`src/rtl/ascon_pkg.sv`:
```
// Shared FSM state and mode encodings plus beat arithmetic for the Ascon host I/O controller.
// LD_TAG is only part of the state set when ASCON_IO_AUTH_EN is defined.
package ascon_pkg;

   typedef enum logic [3:0] {
      IDLE,
      LD_KEY,
      LD_NONCE,
      LD_AD,
      LD_TEXT,
`ifdef ASCON_IO_AUTH_EN
      LD_TAG,
`endif
      START,
      WAIT,
      OUT_RES,
      OUT_TAG
   } state_t;

   typedef enum logic {
      MODE_ENC = 1'b0,
      MODE_DEC = 1'b1
   } mode_t;

   localparam int TAG_W = 128;
   localparam int CNT_W = 16;

   function automatic int beat_count(input int width, input int w);
      return width / w;
   endfunction

endpackage

```
`src/rtl/ascon_beat_shifter.sv`:
```
// Register filled or drained W bits per beat, most significant chunk first.
// A parallel load wins over a shift in the same cycle.
module ascon_beat_shifter #(
   parameter int WIDTH = 128,
   parameter int W     = 8
) (
   input  logic             clk,
   input  logic             rst,
   input  logic             load,
   input  logic [WIDTH-1:0] load_data,
   input  logic             shift,
   input  logic [W-1:0]     beat_in,
   output logic [WIDTH-1:0] data,
   output logic [W-1:0]     beat_out
);

   logic [WIDTH-1:0] shifted;

   generate
      if (WIDTH == W) begin : g_single
         assign shifted = beat_in;
      end else begin : g_multi
         assign shifted = {data[WIDTH-W-1:0], beat_in};
      end
   endgenerate

   always_ff @(posedge clk or negedge rst) begin
      if (!rst) begin
         data <= '0;
      end else if (load) begin
         data <= load_data;
      end else if (shift) begin
         data <= shifted;
      end
   end

   assign beat_out = data[WIDTH-1 -: W];

endmodule

```
`src/rtl/ascon_io_ctrl.sv`:
```
// Beat-serial host front end for an Ascon core: loads key/nonce/AD/text, starts the core, streams result+tag.
// Optional decrypt tag check is compiled in with ASCON_IO_AUTH_EN; outputs hold while out_ready is low.
module ascon_io_ctrl #(
   parameter int K = 128,
   parameter int Y = 128,
   parameter int L = 128,
   parameter int W = 8
) (
   input  logic         clk,
   input  logic         rst,
   input  logic         mode_i,
   input  logic [W-1:0] in_data,
   input  logic         in_valid,
   output logic         in_ready,
   output logic [W-1:0] out_data,
   output logic         out_valid,
   input  logic         out_ready,
   output logic         busy,
   output logic [K-1:0] core_key,
   output logic [127:0] core_nonce,
   output logic [L-1:0] core_ad,
   output logic [Y-1:0] core_text,
   output logic         core_enc_start,
   output logic         core_dec_start,
   input  logic [Y-1:0] core_res,
   input  logic [127:0] core_tag,
   input  logic         core_done,
   output logic         auth_valid,
   output logic         auth_ok
);
   import ascon_pkg::*;

   generate
      if ((K % W) != 0 || (Y % W) != 0 || (L % W) != 0 || (TAG_W % W) != 0) begin : g_bad_w
         $error("ascon_io_ctrl: K, Y, L and 128 must be multiples of W");
      end
   endgenerate

   localparam int KB = beat_count(K, W);
   localparam int NB = beat_count(TAG_W, W);
   localparam int AB = beat_count(L, W);
   localparam int YB = beat_count(Y, W);

   state_t           state, state_nxt;
   mode_t            mode;
   logic [CNT_W-1:0] cnt, field_max;
   logic             armed, acc, ohs, last;
   logic [W-1:0]     key_beat_unused, nonce_beat_unused, ad_beat_unused, text_beat_unused;
   logic [Y+127:0]   out_data_unused;

   assign acc  = in_valid && in_ready;
   assign ohs  = out_valid && out_ready;
   assign last = (cnt == field_max);

   // The key field counts from IDLE because the first key beat is taken there.
   always_comb begin
      field_max = '0;
      case (state)
         IDLE, LD_KEY:     field_max = CNT_W'(KB - 1);
         LD_NONCE:         field_max = CNT_W'(NB - 1);
         LD_AD:            field_max = CNT_W'(AB - 1);
         LD_TEXT, OUT_RES: field_max = CNT_W'(YB - 1);
         OUT_TAG:          field_max = CNT_W'(NB - 1);
`ifdef ASCON_IO_AUTH_EN
         LD_TAG:           field_max = CNT_W'(NB - 1);
`endif
         default:          field_max = '0;
      endcase
   end

   always_ff @(posedge clk or negedge rst) begin
      if (!rst) state <= IDLE;
      else      state <= state_nxt;
   end

   always_comb begin
      state_nxt = state;
      case (state)
         IDLE:     if (acc) state_nxt = last ? LD_NONCE : LD_KEY;
         LD_KEY:   if (acc && last) state_nxt = LD_NONCE;
         LD_NONCE: if (acc && last) state_nxt = LD_AD;
         LD_AD:    if (acc && last) state_nxt = LD_TEXT;
`ifdef ASCON_IO_AUTH_EN
         LD_TEXT:  if (acc && last) state_nxt = (mode == MODE_DEC) ? LD_TAG : START;
         LD_TAG:   if (acc && last) state_nxt = START;
`else
         LD_TEXT:  if (acc && last) state_nxt = START;
`endif
         START:    state_nxt = WAIT;
         WAIT:     if (core_done) state_nxt = OUT_RES;
         OUT_RES:  if (ohs && last) state_nxt = OUT_TAG;
         OUT_TAG:  if (ohs && last) state_nxt = IDLE;
         default:  state_nxt = IDLE;
      endcase
   end

   always_comb begin
      in_ready       = 1'b0;
      out_valid      = 1'b0;
      busy           = 1'b1;
      core_enc_start = 1'b0;
      core_dec_start = 1'b0;
      auth_valid     = 1'b0;
      case (state)
         IDLE: begin
            in_ready = armed;
            busy     = 1'b0;
         end
         LD_KEY, LD_NONCE, LD_AD, LD_TEXT: in_ready = armed;
`ifdef ASCON_IO_AUTH_EN
         LD_TAG: in_ready = armed;
`endif
         START: begin
            core_enc_start = (mode == MODE_ENC);
            core_dec_start = (mode == MODE_DEC);
         end
         OUT_RES, OUT_TAG: begin
            out_valid = 1'b1;
`ifdef ASCON_IO_AUTH_EN
            auth_valid = (mode == MODE_DEC);
`endif
         end
         default: ;
      endcase
   end

   // armed keeps in_ready low until the first clock after reset release.
   always_ff @(posedge clk or negedge rst) begin
      if (!rst) begin
         armed <= 1'b0;
         mode  <= MODE_ENC;
         cnt   <= '0;
      end else begin
         armed <= 1'b1;
         if (state == IDLE && acc) mode <= mode_t'(mode_i);
         if (acc || ohs) cnt <= last ? '0 : cnt + CNT_W'(1);
      end
   end

   ascon_beat_shifter #(.WIDTH(K), .W(W)) u_key (
      .clk(clk), .rst(rst), .load(1'b0), .load_data('0),
      .shift(acc && (state == IDLE || state == LD_KEY)), .beat_in(in_data),
      .data(core_key), .beat_out(key_beat_unused)
   );

   ascon_beat_shifter #(.WIDTH(TAG_W), .W(W)) u_nonce (
      .clk(clk), .rst(rst), .load(1'b0), .load_data('0),
      .shift(acc && state == LD_NONCE), .beat_in(in_data),
      .data(core_nonce), .beat_out(nonce_beat_unused)
   );

   ascon_beat_shifter #(.WIDTH(L), .W(W)) u_ad (
      .clk(clk), .rst(rst), .load(1'b0), .load_data('0),
      .shift(acc && state == LD_AD), .beat_in(in_data),
      .data(core_ad), .beat_out(ad_beat_unused)
   );

   ascon_beat_shifter #(.WIDTH(Y), .W(W)) u_text (
      .clk(clk), .rst(rst), .load(1'b0), .load_data('0),
      .shift(acc && state == LD_TEXT), .beat_in(in_data),
      .data(core_text), .beat_out(text_beat_unused)
   );

   // Result and tag go out as one continuous stream, result first.
   ascon_beat_shifter #(.WIDTH(Y + TAG_W), .W(W)) u_out (
      .clk(clk), .rst(rst), .load(state == WAIT && core_done), .load_data({core_res, core_tag}),
      .shift(ohs), .beat_in('0),
      .data(out_data_unused), .beat_out(out_data)
   );

`ifdef ASCON_IO_AUTH_EN
   logic [127:0] exp_tag;
   logic [W-1:0] tag_beat_unused;
   logic         tag_match;

   ascon_beat_shifter #(.WIDTH(TAG_W), .W(W)) u_tag (
      .clk(clk), .rst(rst), .load(1'b0), .load_data('0),
      .shift(acc && state == LD_TAG), .beat_in(in_data),
      .data(exp_tag), .beat_out(tag_beat_unused)
   );

   always_ff @(posedge clk or negedge rst) begin
      if (!rst) tag_match <= 1'b0;
      else if (state == WAIT && core_done) tag_match <= (exp_tag == core_tag);
   end

   assign auth_ok = auth_valid && tag_match;
`else
   assign auth_ok = 1'b0;
`endif

endmodule

```
`config.mk`:
```
export PLATFORM = sky130hd
export DESIGN_NAME = ascon_io_ctrl
export DESIGN_NICKNAME = d
export VERILOG_FILES = /design/src/rtl/ascon_pkg.sv /design/src/rtl/ascon_beat_shifter.sv /design/src/rtl/ascon_io_ctrl.sv
export SDC_FILE = /design/constraint.sdc
export NUM_CORES = 1
export LEC_CHECK = 0
export ABC_AREA = 1
export CORE_AREA = 2 2 314 316
export DETAILED_ROUTE_END_ITERATION = 6
export DIE_AREA = 0 0 316 318
export RECOVER_POWER = 100
export SLEW_MARGIN = 25
export SYNTH_ARGS = -nofsm -noshare
export SYNTH_HDL_FRONTEND = slang
export SYNTH_SLANG_ARGS = --single-unit
export TNS_END_PERCENT = 50
```
`constraint.sdc`:
```
create_clock -name clk -period 2.3 [get_ports clk]
set_input_delay 0.575 -clock clk [delete_from_list [all_inputs] [get_ports clk]]
set_output_delay 0.575 -clock clk [all_outputs]
set_load 0.03 [all_outputs]
```
== Word-level counts from Yosys, hierarchy flattened ==
Index checks and enable logic that the tools add are counted.

* Register bits after elaboration: 790
* Input port bits: 270
* Output and inout port bits: 527
* Word-level logic and storage cells: 65

* $add $sub $neg: 1
* Equal/unequal tests: 17
* Multiplexer cells: 19
* Bitwise gates (word level): 1
* Reduce and logical (&&, ||, !) cells: 18

{| class="wikitable"
|+ Operators by type and width
! operator !! number
|-
| 256-bit two-way mux || 2
|-
| 4-bit two-way mux || 9
|-
| 4-bit one-hot mux with 9 select lines || 1
|-
| 16-bit by 1-bit adder with 16-bit output, second input constant || 1
|-
| 16-bit == test || 1
|-
| 4-bit by 3-bit == test with 1-bit output, second input constant || 4
|-
| 16-bit two-way mux || 1
|-
| 2-bit inequality test, second input constant || 8
|-
| 1-bit logical AND || 10
|-
| 4-bit by 2-bit == test with 1-bit output, second input constant || 2
|-
| 8-bit AND reduction || 1
|-
| 7-bit OR reduction || 1
|-
| 1-bit two-way mux || 5
|-
| 5-bit OR reduction || 1
|-
| 4-bit by 1-bit == test with 1-bit output, second input constant || 1
|-
| 4-bit == test, second input constant || 1
|-
| 4-bit logical NOT || 1
|-
| 1-bit logical OR || 2
|-
| 2-bit two-way mux || 1
|-
| 2-bit nonzero test || 1
|-
| 2-bit OR reduction || 1
|-
| 1-bit NOT || 1
|}

== Depth between registers and ports, before layout ==
Gate-level depths: netlist of run 1.

* Word-level depth: 7
* Mapped depth: 14

== Modules after synthesis ==
Synthesis of run 1 repeated with hierarchy kept, for this count alone.

* Cells, all modules: 4,436
* Area total of the unflattened synthesis: 36,522.5 um^2

{| class="wikitable"
|+ Modules (own cells, without submodules)
! module !! times used !! cells an instance !! area an instance (um^2)
|-
| ascon_beat_shifter at u_ad ... || 4 || 706 || 5,823.1
|-
| ascon_beat_shifter at u_out || 1 || 1,404 || 11,783.8
|-
| ascon_io_ctrl || 1 || 208 || 1,446.4
|}

== Worst setup path after synthesis of run 1 ==
No wires, ideal clock.

* Kind: reg-to-reg
* Start: reg state[1]
* End: reg u_nonce.data[127]
* Arrival: 1.993 ns
* Required time: 2.175 ns
* Path slack: 0.183 ns
* Stages on the path, launching flop included: 8
* Path buffers: 1
* Clock period less this slack: 2.117 ns
* Path through: dfrtp_1 nor2_1 o21ai_2 nor2_1 nand2_1 nor2_1 buf_2 mux2_2

* Longest elaborated chain between the ends: 5

{| class="wikitable"
|+ RTL lines
! item !! line !! text
|-
| from (decl) || ascon_io_ctrl.sv:44 || <nowiki>state_t state, state_nxt;</nowiki>
|-
| from (signal assigned) || ascon_io_ctrl.sv:73 || <nowiki>else state <= state_nxt;</nowiki>
|-
| 4-bit by 1-bit == test with 1-bit output, or another cell as far along || ascon_io_ctrl.sv:104 || <nowiki>case (state)</nowiki>
|-
| 5-bit OR reduction (no line) (*) || -- ||
|-
| 1-bit two-way mux (*) || ascon_io_ctrl.sv:104 ||
|-
| via in_ready || ascon_io_ctrl.sv:14 || <nowiki>output logic in_ready,</nowiki>
|-
| 1-bit logical AND (*) || ascon_io_ctrl.sv:51 || <nowiki>assign acc = in_valid && in_ready;</nowiki>
|-
| 1-bit logical AND (*) || ascon_io_ctrl.sv:148 || <nowiki>.shift(acc && state == LD_NONCE), .beat_in(in_data),</nowiki>
|-
| to (signal assigned) || ascon_beat_shifter.sv:31 || <nowiki>data <= load_data;</nowiki>
|-
| to (signal assigned) || ascon_beat_shifter.sv:33 || <nowiki>data <= shifted;</nowiki>
|-
| to (decl) || ascon_beat_shifter.sv:13 || <nowiki>output logic [WIDTH-1:0] data,</nowiki>
|}

The timed path passes the listed nets; every way through them passes the cells marked *.
A chain may end at the register's enable or synchronous reset.

== Worst setup path in the final report of run 1 ==
* Start: reg state[1]
* End: out out_valid

* Longest elaborated chain between the ends: 3

{| class="wikitable"
|+ RTL lines
! item !! line !! text
|-
| 4-bit by 3-bit == test with 1-bit output or 4-bit == test (tied branches) || ascon_io_ctrl.sv:104 ||
|-
| 2-bit OR reduction (*) || ascon_io_ctrl.sv:104 ||
|-
| 1-bit two-way mux (*) || ascon_io_ctrl.sv:104 ||
|-
| to (decl) || ascon_io_ctrl.sv:16 || <nowiki>output logic out_valid,</nowiki>
|}

Mark *: on every way between the ends. The rest lies on a longest branch, timed or not.

==> results.md, run 1 <==
- Status: finished, violations left
- Failing checks: setup timing
- Psw: 21.6 mW
- Via count: 25,000
- Maximum VDD drop: 848 uV
- Starting DRT DRC Count: 1,752
- Overall power: 55.5 mW
- Core ar.: 97,400 um^2
- Vias in the first global route: 25,000
- CP Capture Type: output pin
- PwrDens: 1240 nW/um^2
- Static Leak: 21.9 nW
- Layout cells sized above 1: 13.7%
- Setup WS pre-CTS: -362 ps
- Dpl cell area: 42,200 um^2
- TritonRoute pass-1 iters: 5
- Slew Limit Headroom: 17.0%
- CTS tree: built
- Clock tree sinks: 790
- Crit-path max cell delay: 450 ps
- Detailed Route WL: 103 mm
- CP required: 1730 ps
- Starting Density: 32.8%
- Critical Path Start Type: register
- Critical path, cell by cell: inv_2 -> nand2_2 -> nor2_1 -> nor2_2 -> inv_2 -> buf_12
- CP Class: reg2out
- FF+latch count, synth: 790
- DR top layer: met5
- CTS buffer count: 86
- DR WL met2: 49.0 mm
- Worst Path Max Fanout: 4
- GRT Util Overall: 19.9%
- Synth Warn #: 0
- Root Buffer: clkbuf_16
- ANT nets after route: 0
- Cell count after placement: 5,091
- Final hold slack: 477 ps
- Combinational power share: 35.3%
- WL met3: 9.60 mm
- Synthesized area per cell: 10.4 um^2
- Final worst slack: -39.1 ps
- Final worst-path cycle share: 102%
- Die extent in x: 316 um
- Synth Instances: 3,078
- Initial antenna violation count: 9
- Crit-path most repeated cell: inv_2
- Clock latency on the worst-skew pair: 660 ps
- Syn-to-layout area delta: 40.3%
- Routability cong.: 0.872
- Sw Share: 38.8%
- Distinct cells, synth: 35
- Per-cell routed wire length: 19.5 um
- HPWL after DPL: 75.2 mm
- Setup Skew: 28.7 ps
- Clock power frac: 25.9%
- Port-buffer cells: 794
- Seq/Total Area, Yosys: 61.9%
- Synth Cell Area: 31,900 um^2
- Cell Rows: 115
- CTS Buffer Depth: 3
- Max Cap Viol: 0
- Area leader, netlist: dfrtp_1
- Slowest cell on the critical path: dfrtp_2
- Worst min path class: reg2reg
- Synth top area share: 61.9%
- H-tree depth: 3
- Post-route met1 wirelength: 41.9 mm
- Util after Layout: 46.0%
- Int Pwr: 34.0 mW
- Register share of total power: 38.9%
- Pin count of the biggest net entering global routing: 100
- Clock-pin slew on the worst setup and hold paths: 60 ps
- Fin cells: 5,276
- IO Pins: 797
- Fmax: 428 MHz
- RSZ-0062 raised after global routing: yes
- CP Data Arrival Time: 1760 ps
- Slew Limit Fails: 0
- Fin nets: 4,182
- Die Ht: 318 um
- Post-route cell area: 44,800 um^2
- Grt ovf: 0
- Residual DRC: 0
- Top cells by area, synth: dfrtp_1 62%, mux2_2 7.5%, a21oi_1 5.9%, inv_1 4.8%, nor3_1 3.9%
- Die area: 100,000 um^2
- Crit path time final: 2340 ps
- First-pass GRT wire length: 154 mm
- Setup-failing EPs final: 4
- Vias/cell: 4.73
- Sum Neg Setup Slack: -121 ps
- Worst-margin pin slew: 1250 ps
- Final Hold Viols: 0
[worst max-delay path: cells and delay by family (launching register included)]
family	cells	cell delay (ps)
AND/OR/NAND/NOR	3	280
buffers and inverters	3	400
flip-flops	1	450
[power by group through the flow]
stage               clock network (mW)  registers (mW)  logic, mW
floorplan                            0            25.8       7.06
global placement                     0            21.8       21.0
detailed placement                   0            21.8       21.2
CTS                               14.7            21.6       19.7
global route                      15.3            22.1       21.3
finish                            14.4            21.6       19.6
[sequential cells by signal, indices dropped and copies added, names as in the netlist]
register and count:
mode 1, state 4, cnt 16, armed 1, u_out.data 256, u_key.data 128, u_ad.data 128, u_text.data 128
u_nonce.data 128
[cells in the final DEF (no fill, tap or decap), drive strengths merged]
cell type	n
inv	417
nand2	202
xor2	4
clkbuf	148
a2bb2oi	1
nor3	247
ha	1
o21ai	382
nand3	12
a21oi	376
dlygate4sd2	504
o311ai	4
clkinvlp	4
nand3b	1
and2	1
nor2	169
o211ai	4
dlymetal6s2s	2
diode	7
a22oi	1
xnor2	2
nand4	5
buf	138
o21a	7
clkinv	18
mux2	249
conb	3
dlygate4sd3	1
bufinv	7
clkdlybuf4s50	282
dfrtp	790
[kinds of logic (layout without fill, tap and decap cells)]
logic type | count (synthesis) | in the layout | share of synthesized area (%)
flip-flops | 790 | 790 | 61.9
AO/OA/AOI/OAI | 775 | 775 | 12.3
AND/OR/NAND/NOR | 637 | 637 | 8.70
buffers and inverters | 618 | 1521 | 8.04
multiplexers | 249 | 249 | 8.78
XOR/XNOR | 6 | 6 | 0.165
other | 2 | 10 | 0.0235
adder cells (fa/ha/maj) | 1 | 1 | 0.0392
[Yosys cell counts]
| library cell | number |
|---|---|
| dfrtp_1 | 790 |
| inv_1 | 410 |
| a21oi_1 | 376 |
| nor3_1 | 246 |
| o21ai_1 | 230 |
| mux2_2 | 213 |
| nand2_1 | 201 |
| nor2_1 | 164 |
| o21ai_0 | 151 |
| buf_2 | 147 |
| mux2_1 | 36 |
| clkbuf_1 | 28 |
| buf_4 | 15 |
| buf_1 | 13 |
| nand3_1 | 12 |
| o21a_1 | 7 |
| nand4_1 | 5 |
| inv_2 | 4 |
| o211ai_1 | 4 |
| o311ai_1 | 4 |
| xor2_1 | 4 |
| conb_1 | 2 |
| nor2_2 | 2 |
| nor2_4 | 2 |
| xnor2_1 | 2 |
| a22oi_1 | 1 |
| a2bb2oi_1 | 1 |
| and2_1 | 1 |
| buf_6 | 1 |
| ha_1 | 1 |
| nand2_2 | 1 |
| nand3b_1 | 1 |
| nor2_8 | 1 |
| nor3_2 | 1 |
| o21ai_2 | 1 |
[final timing paths]
check	from	end	slack, ps	cells after the start
max	state[1]	out_valid	-40	6
max reg2reg	state[3]	u_ad.data[127]	100	11
max in group asynchronous	rst	u_ad.data[19]	210	3
min in group asynchronous	rst	u_nonce.data[49]	750	2
min	u_key.data[124]	u_key.data[124]	480	1
min reg2reg	u_key.data[124]	u_key.data[124]	480	1
[routing by layer]
layer  global-route usage [%]  vias to the layer above
li1                         -                    11800
met4                     5.76                        6
met5                        0                        -
met3                     6.61                      116
met1                     24.8                    12200
met2                     32.6                      812
[final cells by class]
type / instances / area, um^2
Sequential cell: 790 / 19800
Fill cell: 9270 / 52600
Tap cell: 1287 / 1610
Inverter: 414 / 1560
Clock buffer: 127 / 2580
Clock inverter: 32 / 374
Multi-Input combinational cell: 1671 / 9710
Antenna cell: 7 / 17.5
Timing Repair Buffer: 948 / 9150
[repair_timing]
| item | CTS | global route |
|---|---|---|
| gates cloned | 0 | 2 |
| pin swaps | 5 | 6 |
| setup endpoints to repair | 513 | 225 |
| hold buffers | 1 | 0 |
| resized for setup | 530 | 14 |
| setup buffers | 9 | 8 |
| hold endpoints to repair | 7 | 0 |
Power figures use the tool's default switching activity.
==> run 2: changes to the inputs <==
--- a/config.mk
+++ b/config.mk
@@ -6,6 +6,7 @@
 export NUM_CORES = 1
 export LEC_CHECK = 0
 export ABC_AREA = 1
+export ABC_CLOCK_PERIOD_IN_PS = 2300
 export CORE_AREA = 2 2 314 316
 export DETAILED_ROUTE_END_ITERATION = 6
 export DIE_AREA = 0 0 316 318
==> results of run 2 <==
Final layout, timing and power as in run 1 (identical DEF).
